**config.mk**
```make
export PLATFORM = sky130hd
export DESIGN_NAME = thread_scheduler
export DESIGN_NICKNAME = d
export VERILOG_FILES = /design/src/rtl/thread_scheduler.sv
export SDC_FILE = /design/constraint.sdc
export NUM_CORES = 1
export LEC_CHECK = 0
export BUFFER_PORTS_ARGS = -buffer_cell sky130_fd_sc_hd__clkbuf_2
export CELL_PAD_IN_SITES_DETAIL_PLACEMENT = 0
export CELL_PAD_IN_SITES_GLOBAL_PLACEMENT = 1
export CORE_MARGIN = 5
export CORE_UTILIZATION = 25
export CTS_BUF_LIST = sky130_fd_sc_hd__clkbuf_16
export DETAILED_ROUTE_END_ITERATION = 8
export GPL_TIMING_DRIVEN = 0
export MAX_ROUTING_LAYER = met4
export PLACE_DENSITY = 0.62
export SETUP_SLACK_MARGIN = 0.4
export SYNTH_ARGS = -nofsm -noshare
export SYNTH_HDL_FRONTEND = slang
export SYNTH_SLANG_ARGS = --single-unit
```
**constraint.sdc**
```tcl
create_clock -name CLK -period 3.35 [get_ports CLK]
set_clock_uncertainty 0.2 [all_clocks]
set_input_delay 0.8375 -clock CLK [delete_from_list [all_inputs] [get_ports CLK]]
set_output_delay 0.8375 -clock CLK [all_outputs]
set_load 0.01 [all_outputs]
```
**src/rtl/thread_scheduler.sv**
```systemverilog
// Round-robin picker over the thread state memory: finds the next thread in
// MATCH_STATE, offers it downstream, and writes NEXT_STATE back on acceptance.
module thread_scheduler #(
  parameter int N_THREADS        = 6,
  parameter int N_THREADS_MSB    = $clog2(N_THREADS) - 1,
  parameter int THREAD_STATE_MSB = 2,
  parameter logic [THREAD_STATE_MSB:0] MATCH_STATE = (THREAD_STATE_MSB+1)'(2),
  parameter logic [THREAD_STATE_MSB:0] NEXT_STATE  = (THREAD_STATE_MSB+1)'(3)
) (
  input  logic                      CLK,
  input  logic                      RST,
  input  logic                      en,
  output logic [N_THREADS_MSB:0]    rd_num,
  input  logic [THREAD_STATE_MSB:0] rd_state,
  output logic                      wr_en,
  output logic [N_THREADS_MSB:0]    wr_num,
  output logic [THREAD_STATE_MSB:0] wr_state,
  output logic                      out_valid,
  output logic [N_THREADS_MSB:0]    out_num,
  input  logic                      out_rdy,
  output logic                      err
);

  typedef enum logic [1:0] {SCAN, HOLD, WRITE} sched_e;

  localparam logic [N_THREADS_MSB:0] LAST = (N_THREADS_MSB+1)'(N_THREADS - 1);

  function automatic logic [N_THREADS_MSB:0] wrap_inc(input logic [N_THREADS_MSB:0] n);
    return (n == LAST) ? '0 : n + 1'b1;
  endfunction

  sched_e                   state_q, state_d;
  logic [N_THREADS_MSB:0]   ptr_q, ptr_d;
  logic                     out_valid_d, wr_en_d, err_d;
  logic [N_THREADS_MSB:0]   out_num_d, wr_num_d;
  logic [1:0]               guard_cnt_q, guard_cnt_d;
  logic [N_THREADS_MSB:0]   guard_num_q, guard_num_d;
  logic                     guarded;

  assign wr_state = NEXT_STATE;
  assign guarded  = (guard_cnt_q != 2'd0) && (guard_num_q == ptr_q);

  always_comb begin
    state_d     = state_q;
    ptr_d       = ptr_q;
    out_valid_d = out_valid;
    out_num_d   = out_num;
    wr_en_d     = 1'b0;
    wr_num_d    = wr_num;
    err_d       = err;
    guard_cnt_d = (guard_cnt_q != 2'd0) ? guard_cnt_q - 2'd1 : 2'd0;
    guard_num_d = guard_num_q;
    rd_num      = ptr_q;
    case (state_q)
      SCAN: begin
        if (en) begin
          if (rd_state == MATCH_STATE && !guarded) begin
            out_num_d   = ptr_q;
            out_valid_d = 1'b1;
            state_d     = HOLD;
          end else begin
            ptr_d = wrap_inc(ptr_q);
          end
        end
      end
      HOLD: begin
        rd_num = out_num;
        // The held thread must stay eligible until it is consumed.
        if (rd_state != MATCH_STATE) err_d = 1'b1;
        if (out_valid && out_rdy) begin
          out_valid_d = 1'b0;
          wr_en_d     = 1'b1;
          wr_num_d    = out_num;
          state_d     = WRITE;
        end
      end
      WRITE: begin
        rd_num = out_num;
        ptr_d  = wrap_inc(out_num);
        // Memory commit lags the strobe, so mask the thread until it lands.
        guard_cnt_d = 2'd3;
        guard_num_d = wr_num;
        state_d     = SCAN;
      end
      default: state_d = SCAN;
    endcase
  end

  always_ff @(posedge CLK) begin
    if (RST) begin
      state_q     <= SCAN;
      ptr_q       <= '0;
      out_valid   <= 1'b0;
      out_num     <= '0;
      wr_en       <= 1'b0;
      wr_num      <= '0;
      err         <= 1'b0;
      guard_cnt_q <= 2'd0;
      guard_num_q <= '0;
    end else begin
      state_q     <= state_d;
      ptr_q       <= ptr_d;
      out_valid   <= out_valid_d;
      out_num     <= out_num_d;
      wr_en       <= wr_en_d;
      wr_num      <= wr_num_d;
      err         <= err_d;
      guard_cnt_q <= guard_cnt_d;
      guard_num_q <= guard_num_d;
    end
  end

endmodule

```
==> run summary, run 1 <==
## Floorplan
* 22 — count of boundary I/O pins
* 74.4 um — die extent in x
* 23 — Cell Rows
* 74.4 um — die boundary height
* 0.00400 mm^2 — core outline area
* 0.259 — initial core utilization
* 0.00554 mm^2 — die area

## Clock tree
* 2 — clock tree buffer depth
* 3 — cts bufs inserted
* built — CTS tree
* 19 — CTS Sinks
* sky130_fd_sc_hd__clkbuf_16 — Clock Tree Root
* 0.25 ns — clock insertion delay at the later pin of the skew report
* 0 — post-CTS repair timing setup buffer count
* 0.05 ns — clock slew seen by the registers of the worst setup and hold paths
* 0 — count of instances resized after the clock tree is built
* 1 — # H-tree levels
* 0 — number of buffers inserted for hold repair after clock tree synthesis

## STA
* 0.281 ns — Worst Hold Slack
* 0 ns — accumulated negative setup slack
* 397 MHz — f_max
* no — setup repair after global routing missed its margin
* 0.658 — worst slew margin relative to its limit
* 0 — Slew Viols, Final
* 0.513 ns — slew of the pin with the lowest slew margin
* 0.752 — period utilisation layout
* 0 — Fin. Hold Viols
* 2.52 ns — min Tclk post-route
* 0 — final number of setup-violating endpoints

## Logic synthesis
* 0.367 — top cell type's share of synthesized area
* sky130_fd_sc_hd__dfxtp_1, sky130_fd_sc_hd__mux2i_1, sky130_fd_sc_hd__nor2_1 — largest cells by area after synthesis
* compound AO/OA/AOI/OAI gates — main combinational cell family by area after synthesis
* 35 — post-synthesis cell type count
* sky130_fd_sc_hd__dfxtp_1 — cell type contributing the most total cell area after synthesis
* 0 — number of warnings printed during yosys synthesis
* 9.10 um^2 — syn_area_per_cell
* 19 — post-synthesis register bit count
* 0.0362 — post-synthesis share of cell area spent on full adders, half adders and majority gates
* 0.139 — share of synthesized area spent on multiplexers
* 0.177 — area fraction in compound gates after synthesis
* 0.0398 — synthesized-area fraction occupied by xor and xnor cells
* 0.172 — area fraction in and, or, nand and nor cells after synthesis
* 114 — instance count of the mapped netlist
* 0.00104 mm^2 — Synth Cell Area
* 0.367 — sequential fraction of the synthesis area

## Power and ir drop
* 0.000167 V — IR Drop Worst-Case VDD
* 0.102 — proportion of power drawn by combinational gates
* 0.454 — portion of total power attributed to the clock network
* 0.527 nW — leakage
* 0.444 — sequential share of power
* 0.221 — proportion of total power due to net switching
* 0.000118 W — net switching power of the design
* 418 mW/mm^2 — pwr dens
* 0.000532 W — Total Power Consumption
* 0.000414 W — Internal Pwr Total

## Place
* 0.787 — GP Congestion
* 18 — number of port buffers
* 1810 um — half-perimeter wire length of the detailed placement result

## Worst setup path
* flop to primary output — kind of critical path
* 2 — count of buffer and inverter cells on the critical path
* 2.31 ns — Critical Path RT
* 3 — Max FO, Critical Path
* primary output — critical path capture point type
* inv_1 -> ha_1 -> mux2_2 -> clkbuf_2 — CP Cell Sequence
* multiplexers — family with the most delay on the worst path
* 1.48 ns — Critical Path AT
* sky130_fd_sc_hd__mux2_2 — slowest stage cell, crit path
* 0.35 ns — worst stage delay on the critical path
* flop — Critical Path Source Type

## Global routing
* 812 — number of global-route vias before repair
* 0.0937 — total routing usage reported by global routing
* 0 — initial antenna violation count
* 0 — gr ovfl total
* 11 — pin count of the biggest net entering global routing
* 3830 um — wire length of the first global-routing pass

## Drt
* 45 — Initial DRC Count
* 830 — total vias in the final route
* 0 — number of remaining DRC errors
* 12.3 um — post-DR wirelength/cell
* 4 — first-pass iteration count of the detailed router
* 2300 um — total wire length
* 4.44 — vias per cell
* 0 — number of nets still failing antenna checks after routing

## Cells and area
* 0.248 — share of post-route cells with drive strength above 1
* 148 — final net count
* sky130_fd_sc_hd__dfxtp_1 — commonest non-fill, non-tap cell in the layout
* sky130_fd_sc_hd__dfxtp_1, sky130_fd_sc_hd__clkbuf_2, sky130_fd_sc_hd__nor2_1, sky130_fd_sc_hd__nand2_1, sky130_fd_sc_hd__mux2i_1 — commonest cells after routing, fill and taps aside
* 22.7% — area overhead of the layout relative to synthesis
* 442 — filler instances
* 0 — diodes inserted
* 0.318 — utilization after layout

## Min path
* flop to flop — worst min path class

## Run
* 0 — max-cap viol count

## Run status
* completed — outcome

[Yosys cell counts]
cell type and n:
sky130_fd_sc_hd__dfxtp_1 19, sky130_fd_sc_hd__nor2_1 14, sky130_fd_sc_hd__nand2_1 12, sky130_fd_sc_hd__mux2i_1 11
sky130_fd_sc_hd__a21oi_1 5, sky130_fd_sc_hd__inv_1 5, sky130_fd_sc_hd__buf_4 4, sky130_fd_sc_hd__clkbuf_1 3
sky130_fd_sc_hd__ha_1 3, sky130_fd_sc_hd__mux2_2 3, sky130_fd_sc_hd__nor2b_1 3, sky130_fd_sc_hd__a211o_1 2
sky130_fd_sc_hd__a31oi_1 2, sky130_fd_sc_hd__conb_1 2, sky130_fd_sc_hd__nand2b_1 2, sky130_fd_sc_hd__nand3_1 2
sky130_fd_sc_hd__nor3b_1 2, sky130_fd_sc_hd__o211ai_1 2, sky130_fd_sc_hd__xor2_2 2, sky130_fd_sc_hd__a211oi_1 1
sky130_fd_sc_hd__a21boi_0 1, sky130_fd_sc_hd__a21o_1 1, sky130_fd_sc_hd__a31o_2 1, sky130_fd_sc_hd__a32oi_1 1
sky130_fd_sc_hd__and4bb_2 1, sky130_fd_sc_hd__clkinv_1 1, sky130_fd_sc_hd__nand4_1 1, sky130_fd_sc_hd__o211a_1 1
sky130_fd_sc_hd__o21a_1 1, sky130_fd_sc_hd__o21ai_0 1, sky130_fd_sc_hd__o31ai_1 1, sky130_fd_sc_hd__o41ai_2 1
sky130_fd_sc_hd__o41ai_4 1, sky130_fd_sc_hd__or3_1 1, sky130_fd_sc_hd__xor2_1 1
[cell type report]
cell class,count,area (um^2),area share
Timing Repair Buffer,18,90.1,0.0708
Clock inverter,1,3.75,0.00295
Buffer,7,41.3,0.0324
Inverter,6,22.5,0.0177
Multi-Input combinational cell,83,597,0.469
Tap cell,50,62.6,0.0492
Clock buffer,3,75.1,0.0590
Sequential cell,19,380,0.299
[per-layer routing]
| metal | share of wire | vias up | routed length (um) | track usage |
|---|---|---|---|---|
| met5 | 0 | - | 0 | - |
| met1 | 0.50 | 369 | 1160 | 0.124 |
| met2 | 0.41 | 21 | 941 | 0.132 |
| met3 | 0.066 | 5 | 152 | 0.0216 |
| li1 | - | 435 | - | - |
| met4 | 0.022 | 0 | 50 | 0.0474 |
[sequential cells by signal (all words and copies together), names as in the netlist]
signal	count
wr_en	1
wr_num	3
err	1
state_q	2
guard_cnt_q	2
out_num	3
out_valid	1
guard_num_q	3
ptr_q	3
[through the flow]
step | setup WS, ns | std cells | instance area, um^2
CTS | 0.806 | 187 | 1270
global placement | 1.13 | 183 | 1190
finish | 0.832 | 187 | 1270
detailed placement | 1.08 | 183 | 1190
floorplan | 1.27 | 115 | 1040
global route | 0.740 | 187 | 1270
[power by group through the flow]
stage               Combinational, W  Clock [W]  Sequential [W]
global placement           0.0000532          0        0.000240
CTS                        0.0000551   0.000251        0.000236
floorplan                  0.0000375          0        0.000241
finish                     0.0000543   0.000241        0.000236
detailed placement         0.0000549          0        0.000241
global route               0.0000602   0.000258        0.000237
[kinds of logic after synthesis]
logic type,after synthesis
fa+ha+maj,3
simple gates,38
buf+inv,13
mux,14
flops,19
xor+xnor,3
compound gates,22
other cells,2
[worst paths after layout]
check	to	slack [ns]	from	depth (start not counted)
setup / recovery	rd_num[1]	0.83	state_q[1]	4
hold / removal	err	0.28	err	1
setup reg to reg	ptr_q[0]	1.55	state_q[0]	6
hold reg to reg	err	0.28	err	1
Note: power is estimated with default switching activity, not from simulation.
==> inputs of run 2 (changes only) <==
- ABC_AREA: not set -> 1
- PLACE_DENSITY: 0.62 -> 0.65
- clock period: 3.35 -> 2.6 ns (I/O delays scaled with it)
==> run 2 against run 1 <==
  * Non-clock buffer count shrank 3
  * Register-to-register slack lost 0.78 ns
  * Critical path depth grew 1
  * Flip-flop and latch count is the same
  * Global-route usage grew 0.29 points
==> run summary, run 2 <==
## Logic synthesis
* 0 — fraction of synthesis flops using an asynchronous set or reset pin
* 7.02 um^2 — syn_area_per_cell
* 0.00101 mm^2 — Synth Cell Area
* sky130_fd_sc_hd__dfxtp_1 — cell type contributing the most total cell area after synthesis
* 0 — number of enable flip-flop cells after synthesis
* sky130_fd_sc_hd__nand2_1, sky130_fd_sc_hd__dfxtp_1, sky130_fd_sc_hd__nor2_1, sky130_fd_sc_hd__a21oi_1, sky130_fd_sc_hd__inv_1 — leading post-synthesis cells by instance count
* 144 — instance count of the mapped netlist
* sky130_fd_sc_hd__nand2_1 — most repeated cell in the gate-level netlist after synthesis
* sky130_fd_sc_hd__dfxtp_1, sky130_fd_sc_hd__nand2_1, sky130_fd_sc_hd__nor2_1 — largest cells by area after synthesis
* 0 — number of warnings printed during yosys synthesis
* 25 — post-synthesis cell type count
* sky130_fd_sc_hd__dfxtp_1 — flip-flop cell with the highest count after synthesis
* 0.376 — top cell type's share of synthesized area
* 0.376 — sequential fraction of the synthesis area
* 19 — post-synthesis register bit count

## Clock tree
* 0.06 ns — clock slew seen by the registers of the worst setup and hold paths
* built — CTS tree
* 0 — post-CTS repair timing setup buffer count
* 3 — cts bufs inserted
* 1 — # H-tree levels
* 2 — clock tree buffer depth
* 19 — CTS Sinks
* 0 — number of buffers inserted for hold repair after clock tree synthesis
* sky130_fd_sc_hd__clkbuf_16 — Clock Tree Root
* 0.25 ns — clock insertion delay at the later pin of the skew report

## Floorplan
* 23 — Cell Rows
* 73.6 um — die boundary height
* 0.255 — initial core utilization
* 22 — count of boundary I/O pins
* 0.00397 mm^2 — core outline area
* 0.00542 mm^2 — die area
* 73.6 um — die extent in x

## Cells and area
* 538 um^2 — multi-input logic area
* sky130_fd_sc_hd__nand2_1 — commonest non-fill, non-tap cell in the layout
* 0.277 — share of post-route cells with drive strength above 1
* 0 — diodes inserted
* 177 — final net count
* 216 — Non-Filler Instances
* 383 um^2 — area taken by flip-flops and latches
* 438 — filler instances
* 0.00126 mm^2 — total non-filler cell area in the finished layout
* sky130_fd_sc_hd__nand2_1, sky130_fd_sc_hd__nor2_1, sky130_fd_sc_hd__dfxtp_1, sky130_fd_sc_hd__clkbuf_2 — commonest cells after routing, fill and taps aside
* 24.4% — area overhead of the layout relative to synthesis

## Place
* 0.800 — GP Congestion
* 17 — number of port buffers
* 0.00116 mm^2 — placed instance area
* 212 — placed insts
* 1820 um — half-perimeter wire length of the detailed placement result

## Drt
* 0 — number of remaining DRC errors
* 11.2 um — post-DR wirelength/cell
* 4.25 — vias per cell
* 0 — number of nets still failing antenna checks after routing
* 29 — Initial DRC Count
* 2420 um — total wire length
* 918 — total vias in the final route
* 6 — first-pass iteration count of the detailed router

## Global routing
* 0 — initial antenna violation count
* 919 — number of global-route vias before repair
* 0.0965 — total routing usage reported by global routing
* 4020 um — wire length of the first global-routing pass
* 0 — gr ovfl total
* 12 — pin count of the biggest net entering global routing

## STA
* 0 — Slew Viols, Final
* 0 — Fin. Hold Viols
* 0 ns — accumulated negative setup slack
* 0 — final number of setup-violating endpoints
* no — setup repair after global routing missed its margin
* 0.815 — period utilisation layout
* 0.248 ns — Worst Hold Slack
* 472 MHz — f_max
* 2.12 ns — min Tclk post-route

## Worst setup path
* 1.27 ns — Critical Path AT
* flop to primary output — kind of critical path
* 6 — Max FO, Critical Path
* 1.75 ns — Critical Path RT
* primary output — critical path capture point type
* flop — Critical Path Source Type

## Min path
* flop to flop — worst min path class

## Power and ir drop
* 0.000241 V — IR Drop Worst-Case VDD
* 561 mW/mm^2 — pwr dens
* 0.532 nW — leakage

## Run
* 0 — max-cap viol count

## Run status
* completed — outcome

==> run 2: layout make-up <==
type / instances / share of cell area
Buffer: 5 / 0.0269
Sequential cell: 19 / 0.304
Multi-Input combinational cell: 101 / 0.428
Clock buffer: 3 / 0.0597
Timing Repair Buffer: 17 / 0.0677
Clock inverter: 1 / 0.00398
Inverter: 20 / 0.0597
Tap cell: 50 / 0.0498
==> run 2: path summary, 6_finish.rpt <==
check,start,end,slack [ns],depth (start not counted)
max,state_q[0],rd_num[2],0.48,5
min,err,err,0.25,2
max reg2reg,state_q[0],ptr_q[1],0.77,7
min reg2reg,err,err,0.25,2
==> run 2: repair_timing <==
action | in CTS | in global routing
hold endpoints to repair | 0 | 0
resized for setup | 1 | 3
gates cloned | 0 | 0
endpoints found under the setup margin | 3 | 3
==> run 2: cells by family after synthesis <==
| logic type | share of synthesized area |
|---|---|
| simple gates | 0.309 |
| compound gates | 0.162 |
| buf+inv | 0.108 |
| flops | 0.376 |
| other cells | 0.00743 |
| fa+ha+maj | 0.0371 |
==> run 2: routing by layer <==
metal | share of wire | vias up | GRT usage | wire [um]
li1 | - | 489 | - | -
met1 | 0.50 | 411 | 0.120 | 1200
met2 | 0.47 | 16 | 0.161 | 1140
met3 | 0.027 | 2 | 0.0205 | 65
met4 | 0.0054 | 0 | 0.0181 | 13
met5 | 0 | - | - | 0
==> run 2: per-stage QoR <==
step | utilization | total power, W | worst slack, ns
CTS | 0.316 | 0.000716 | 0.408
detailed placement | 0.293 | 0.000395 | 0.604
floorplan | - | 0.000370 | 0.771
global route | 0.317 | 0.000735 | 0.401
global placement | 0.293 | 0.000395 | 0.613
finish | 0.317 | 0.000706 | 0.482
==> run 2: power by group <==
part | switching [W] | leakage [nW] | internal (W)
registers | 0.0000112 | 0.155 | 0.000299
clock network | 0.000109 | 0.0409 | 0.000206
logic | 0.0000467 | 0.336 | 0.0000339
==> run 2: worst max-delay path, stage by stage, from the launching register on <==
cell and delay [ns]:
sky130_fd_sc_hd__dfxtp_2 0.35, sky130_fd_sc_hd__inv_1 0.08, sky130_fd_sc_hd__ha_4 0.30, sky130_fd_sc_hd__nand2_1 0.05
sky130_fd_sc_hd__o21ai_1 0.09, sky130_fd_sc_hd__clkbuf_2 0.15
